<file path="config.mk">
export PLATFORM = sky130hd
export DESIGN_NAME = ram_burst_master
export DESIGN_NICKNAME = d
export VERILOG_FILES = /design/src/rtl/ram_burst_master.sv
export SDC_FILE = /design/constraint.sdc
export NUM_CORES = 1
export LEC_CHECK = 0
export CORE_AREA = 3 3 214 216
export DETAILED_ROUTE_END_ITERATION = 8
export DIE_AREA = 0 0 217 219
export DONT_BUFFER_PORTS = 1
export GPL_TIMING_DRIVEN = 1
export PLACE_DENSITY_LB_ADDON = 0.25
export SETUP_SLACK_MARGIN = 0.5
export SYNTH_ARGS = -nofsm -noshare
export SYNTH_HDL_FRONTEND = slang
export SYNTH_SLANG_ARGS = --single-unit
</file>
<file path="constraint.sdc">
create_clock -name AClkH -period 8 [get_ports AClkH]
set_input_delay 0.8 -clock AClkH [delete_from_list [all_inputs] [get_ports AClkH]]
set_output_delay 0.8 -clock AClkH [all_outputs]
set_load 0.02 [all_outputs]
</file>
<file path="src/rtl/ram_burst_master.sv">
// rtl/ram_burst_master.sv - burst initiator converting host bursts into single-port RAM accesses
module ram_burst_master #(
    parameter int CAddrLen = 13,
    parameter int CDataLen = 128,
    parameter int CLenLen  = 8
) (
    input  logic                AClkH,
    input  logic                AResetH,
    input  logic                AClkHEn,
    input  logic                AReqStart,
    input  logic                AReqWr,
    input  logic [CAddrLen-1:0] AReqAddr,
    input  logic [CLenLen-1:0]  AReqLen,
    output logic                ABusy,
    output logic                ADone,
    input  logic [CDataLen-1:0] AWrData,
    input  logic                AWrVld,
    output logic                AWrRdy,
    output logic [CDataLen-1:0] ARdData,
    output logic                ARdVld,
    input  logic                ARdRdy,
    output logic [CAddrLen-1:0] AAddr,
    output logic [CDataLen-1:0] AMosi,
    input  logic [CDataLen-1:0] AMiso,
    output logic                AWrEn,
    output logic                ARdEn
);
    typedef enum logic [1:0] {ST_IDLE, ST_WRITE, ST_READ, ST_DRAIN} state_t;

    state_t              state_q, state_d;
    logic [CAddrLen-1:0] addr_q, addr_d;
    logic [CLenLen-1:0]  cnt_q, cnt_d;
    logic                done_q, done_d;
    logic                inflight_q, inflight_d;

    logic [CDataLen-1:0] buf_q [2];
    logic                rd_ptr_q;
    logic                wr_ptr_q;
    logic [1:0]          occ_q;
    logic                push;
    logic                pop;
    logic                issue;

    // A read issued last enabled cycle always lands in the buffer on this one
    assign push    = inflight_q;
    assign pop     = ARdVld & ARdRdy;
    assign ARdVld  = (occ_q != 2'd0);
    assign ARdData = ARdVld ? buf_q[rd_ptr_q] : '0;
    assign ADone   = done_q;

    // Next-state, counters and RAM-side strobes
    always_comb begin
        state_d    = state_q;
        addr_d     = addr_q;
        cnt_d      = cnt_q;
        done_d     = 1'b0;
        inflight_d = 1'b0;
        issue      = 1'b0;
        ABusy      = (state_q != ST_IDLE);
        AWrRdy     = 1'b0;
        AWrEn      = 1'b0;
        ARdEn      = 1'b0;
        AAddr      = addr_q;
        AMosi      = '0;
        case (state_q)
            ST_IDLE: begin
                if (AReqStart) begin
                    addr_d = AReqAddr;
                    cnt_d  = AReqLen;
                    if (AReqLen == '0) begin
                        done_d = 1'b1;
                    end else begin
                        state_d = AReqWr ? ST_WRITE : ST_READ;
                    end
                end
            end
            ST_WRITE: begin
                AWrRdy = 1'b1;
                AWrEn  = AWrVld;
                AMosi  = AWrData;
                if (AWrVld) begin
                    addr_d = addr_q + CAddrLen'(1);
                    cnt_d  = cnt_q - CLenLen'(1);
                    if (cnt_q == CLenLen'(1)) begin
                        done_d  = 1'b1;
                        state_d = ST_IDLE;
                    end
                end
            end
            ST_READ: begin
                // Buffered plus in-flight words are capped at two so a push never overflows
                issue = ((occ_q + {1'b0, inflight_q}) < 2'd2);
                ARdEn = issue;
                if (issue) begin
                    inflight_d = 1'b1;
                    addr_d     = addr_q + CAddrLen'(1);
                    cnt_d      = cnt_q - CLenLen'(1);
                    if (cnt_q == CLenLen'(1)) begin
                        state_d = ST_DRAIN;
                    end
                end
            end
            ST_DRAIN: begin
                if (!inflight_q && (occ_q == 2'd0)) begin
                    done_d  = 1'b1;
                    state_d = ST_IDLE;
                end
            end
            default: state_d = ST_IDLE;
        endcase
    end

    // Control state register, advancing only on enabled edges
    always_ff @(posedge AClkH or posedge AResetH) begin
        if (AResetH) begin
            state_q    <= ST_IDLE;
            addr_q     <= '0;
            cnt_q      <= '0;
            done_q     <= 1'b0;
            inflight_q <= 1'b0;
        end else if (AClkHEn) begin
            state_q    <= state_d;
            addr_q     <= addr_d;
            cnt_q      <= cnt_d;
            done_q     <= done_d;
            inflight_q <= inflight_d;
        end
    end

    // Two-entry read FIFO; simultaneous push and pop leaves occupancy unchanged
    always_ff @(posedge AClkH or posedge AResetH) begin
        if (AResetH) begin
            buf_q[0] <= '0;
            buf_q[1] <= '0;
            rd_ptr_q <= 1'b0;
            wr_ptr_q <= 1'b0;
            occ_q    <= 2'd0;
        end else if (AClkHEn) begin
            if (push) begin
                buf_q[wr_ptr_q] <= AMiso;
                wr_ptr_q        <= ~wr_ptr_q;
            end
            if (pop) begin
                rd_ptr_q <= ~rd_ptr_q;
            end
            if (push && !pop) begin
                occ_q <= occ_q + 2'd1;
            end else if (pop && !push) begin
                occ_q <= occ_q - 2'd1;
            end
        end
    end
endmodule

</file>
Word level (Yosys, flattened, before mapping)
Cells that the tools add are included.
{ "word_totals": {"reg_bits": 285, "inputBits": 284, "elab_cells": 91} }
{ "classes": {"addsub": 5, "order_cmp": 4, "n_eq_ne": 11, "mux": 38, "bitwise_logic": 5, "n_reduce_logical": 18} }
{ "op_table": {"columns": ["cell", "n"], "rows": [
  ["$mux 128", 6],
  ["$bwmux 256", 1],
  ["$demux 128 s1", 1],
  ["$mux 13", 3],
  ["$pmux 13 s3", 1],
  ["$mux 8", 3],
  ["$pmux 8 s3", 1],
  ["$mux 2", 10],
  ["$ne 2x2->1 const B", 7],
  ["$add 13x1->13 const B", 1],
  ["$mux 1", 10],
  ["$eq 8x1->1 const B", 1],
  ["$logic_not 8->1", 1],
  ["$pmux 2 s4", 1],
  ["$reduce_and 8->1", 1],
  ["$sub 8x1->8 const B", 1],
  ["$reduce_and 2->1", 3],
  ["$reduce_bool 2->1", 3],
  ["$reduce_and 5->1", 1],
  ["$eq 2x2->1 const B", 2],
  ["$ge 2x2->1 const B", 2],
  ["$logic_and 1x1->1", 4],
  ["$logic_not 2->1", 2],
  ["$not 1->2", 2],
  ["11 further kinds", 13]
]} }

Logic depth before layout (Yosys ltp)
{ "logic_depth": {"ltp_word": 6, "ltp_mapped": 9, "depth_no_buf": 7} }

Least setup slack after synthesis
OpenSTA, ideal clock, no wires.
{ "synth_path": {"kind": "register to output", "from": "register state_q[1]", "to": "output AMosi[10]", "arrival_ns": 1.564, "required_ns": 7.200, "slack_ns": 5.636, "path_stages_with_launch": 6, "n_path_buf": 2, "path_cell_list": "dfrtp_1 -> inv_1 -> ha_1 -> clkbuf_1 -> clkbuf_1 -> and2_1"} }
{ "synth_between": {"elab_chain_cells": 2} }
{ "synth_rtl": {"columns": ["item", "line_no", "source"], "rows": [
  ["start, declared", "30", "state_t state_q, state_d;"],
  ["start signal, assigned", "122", "state_q <= state_d;"],
  ["$eq 2x1->1", "65", "case (state_q)"],
  ["$mux 128", "65", null],
  ["end, declared", "23", "output logic [CDataLen-1:0] AMosi,"]
]} }
No other way between the ends.

Final worst setup path
{ "layout_path": {"from": "register rd_ptr_q", "to": "output ARdData[6]"} }
{ "layout_between": {"elab_chain_cells": 5} }
{ "layout_rtl": {"columns": ["item", "line_no", "source"], "rows": [
  ["start, declared", "37", "logic rd_ptr_q;"],
  ["start signal, assigned", "144", "rd_ptr_q <= ~rd_ptr_q;"],
  ["$not 1->2 (not written as such)", "48", "assign ARdData = ARdVld ? buf_q[rd_ptr_q] : '0;"],
  ["$mux 128 (not written as such) (3 in a row)", "48", null],
  ["$mux 128", "48", null],
  ["end, declared", "19", "output logic [CDataLen-1:0] ARdData,"]
]} }
No other way between the ends. The select of a mux whose other input is x is not followed.

==> metrics.txt <==
Final #Nets ~1500; Avg Vias per Cell 5.35; min Tclk post-route 3990 ps; full die area around 0.048 mm2; leakage 7.15 nW; post-synthesis sequential area ratio between 50 and 60%; Worst EP arrival between 3000 and 4000 ps; Synth top area share 50.5%; initial DRC count between 700 and 800; Hold Buf Count CTS 0; Final period util between 40 and 50%; worst-path fanout max 58; crit path buf inv count 1; Commonest cells post-synth 285 x dfrtp_1, 259 x mux2_2, 138 x nor2_1; Seq cells post-synth about 290; CTS Buffer Depth 3; setup violators final 0; EDFF count, synth 0; Final ANT Viol Nets 0; final WL ~53 mm; worst hold path type in -> async; Die X 217 um; Clock Skew 10.9 ps; Setup crit start kind flop; Main synth FF type dfrtp_1; share of post-route cells with drive strength above 1 between 20 and 30%; vias in the first global route 9372; largest net degree at the start of global routing between 150 and 200; IO Port Bufs 0; clock root buffer clkbuf_16; Clock Sinks about 290; area leader, netlist dfrtp_1; die height 219 um; Worst path max stage delay a little over 900 ps; Fmax approximately 250 MHz; crit-path leading delay family buffers and inverters; most frequent cell after synthesis dfrtp_1; Post-Syn Nets 1487; setup total negative slack 0 ps; FF-to-FF Start state_q[1]$_DFFE_PP0P_; Worst Path Required just over 7000 ps; async set or reset register ratio after synthesis 100%; Fillers approximately 4400; antenna violations before repair 50; final number of max-transition violations 0; via count 9536; Slowest-stage cell, CP buf_4; Post-Syn Area roughly 0.014 mm2; CTS clk-pin slew, worst paths approximately 60 ps; total track usage a little over a fifth; register area ~0.0071 mm2; wire per inst 29.9 um; dpl cell area approximately 0.015 mm2; crit path from rd_ptr_q$_DFFE_PP0P_; Placer Congestion between 1 and 1.5; post-CTS sizing 0; TritonRoute pass-1 iters 5; Slew @ Worst Pin around 1100 ps; I/O pin total roughly 560; nature of the critical path endpoint output pin; Hold Slack ~340 ps; Cell Chain, Critical Path buf_4, mux2i_1, nor2_1; Synth Area per Inst roughly 12 um2; total grt overflow 0; post-route cell area between 0.015 and 0.02 mm2; area of the multi-input gates 0.00658 mm2; CTS tree built; relative slew slack between 20% and 30%; Core ar. roughly 0.044 mm2; worst setup path class reg -> out; first-pass GRT wire length approximately 73 mm; Syn. warnings 0; DP HPWL between 40 and 50 mm; CTS H-tree lvls 2; initial core utilization ~32%; DRC viols 0; status finished clean; Area Overhead vs Synth 11.0%; RSZ-0062 raised after global routing false; Synth cell types 46; post-CTS setup buffer count 0; row count between 70 and 80; worst vdd ir 0.204 mV; total CTS buffers 34; pwr dens 480 mW/mm2; worst skew pair latency about 530 ps; Max Cap Viol 0; Hold Vio Cnt, Final 0; Mapped Cells about 1200; Area contributors post-synth dfrtp_1 50%, mux2_2 21%, mux2i_1 9.2%, and2_1 5.8%, nor2_1 3.7%
-- through the flow --
step                total power [mW]  utilization [%]  worst slack, ps  instances
finish                          7.52             35.5             4010       1782
global route                    7.98             35.5             3940       1772
CTS                             7.61             35.5             3990       1771
detailed placement              6.10             33.1             4570       1714
global placement                6.02             33.1             4570       1714
floorplan                       5.41                -             3420       1194
-- cells by family after synthesis --
family | synth area share, %
xor gates and xnor gates | 0.310
DFF | 50.5
muxes | 30.0
adders and majority gates | 0.797
and+or+nand+nor | 12.6
AOI/OAI and AO/OA | 2.67
buffers and inverters | 3.14
-- state kept, by name (all words and copies together) (netlist names) --
name,cells
AAddr,13
ADone,1
occ_q,2
buf_q,256
cnt_q,8
state_q,2
wr_ptr_q,1
rd_ptr_q,1
inflight_q,1
-- layout make-up --
class | instances | area share (%)
Sequential cell | 285 | 45.5
Timing Repair Buffer | 11 | 0.606
Antenna cell | 11 | 0.176
Inverter | 12 | 0.311
Multi-Input combinational cell | 814 | 42.0
Tap cell | 592 | 4.72
Clock buffer | 50 | 6.26
Clock inverter | 7 | 0.439
-- final timing paths --
kind,end,slack [ps],depth (start not counted)
min,buf_q[216]$_DFFE_PP0P_,340,2
max,ARdData[6],4010,3
min reg2reg,buf_q[242]$_DFFE_PP0P_,500,1
max in group asynchronous,rd_ptr_q$_DFFE_PP0P_,6090,3
max reg2reg,cnt_q[5]$_DFFE_PP0P_,4820,7
min in group AClkH,ADone$_DFFE_PP0P_,390,1
-- power breakdown --
part	internal (mW)	switching (mW)
Sequential	2.15	0.499
Clock	0.881	0.603
Combinational	1.21	2.18
-- cells in the final DEF, fill, tap and decap left out, types with 2 or more instances in the layout --
cell type   Yosys  layout
clkbuf_1       39      10
buf_4           2      10
or3_1           3       3
clkbuf_8        0       5
a2bb2oi_1       6       6
dfrtp_1       285     284
nand4b_1        3       3
diode_2         0      11
nor3b_1         2       2
nand4_1         5       5
a221oi_2        3       3
o22ai_1         4       4
and2_1        130     130
xor2_1          3       3
ha_1            9       8
nand2b_1        8       8
xnor2_1         2       2
nand2_1        28      28
mux2i_1       130     130
nor2b_1         3       3
o21ai_1         2       2
clkinv_2        0       3
nor4_1          3       3
o21ai_0        24      24
nor2_1        138     137
mux2_2        259     259
nor2_4          1       2
nand3_1        11      10
a21oi_1        13      13
clkbuf_16       0      35
and4_1          2       2
and3_1          3       3
inv_1          12      11
clkinvlp_4      0       3
nor3_1          5       5
-- per-layer routing --
metal,vias up,part of all wire [%],GRT usage (%)
met5,-,0.25,0
met4,20,2.8,5.85
met3,136,11,8.82
met2,474,47,34.9
met1,4868,40,26.7
li1,4038,-,-
(Power assumes the default switching activity.)
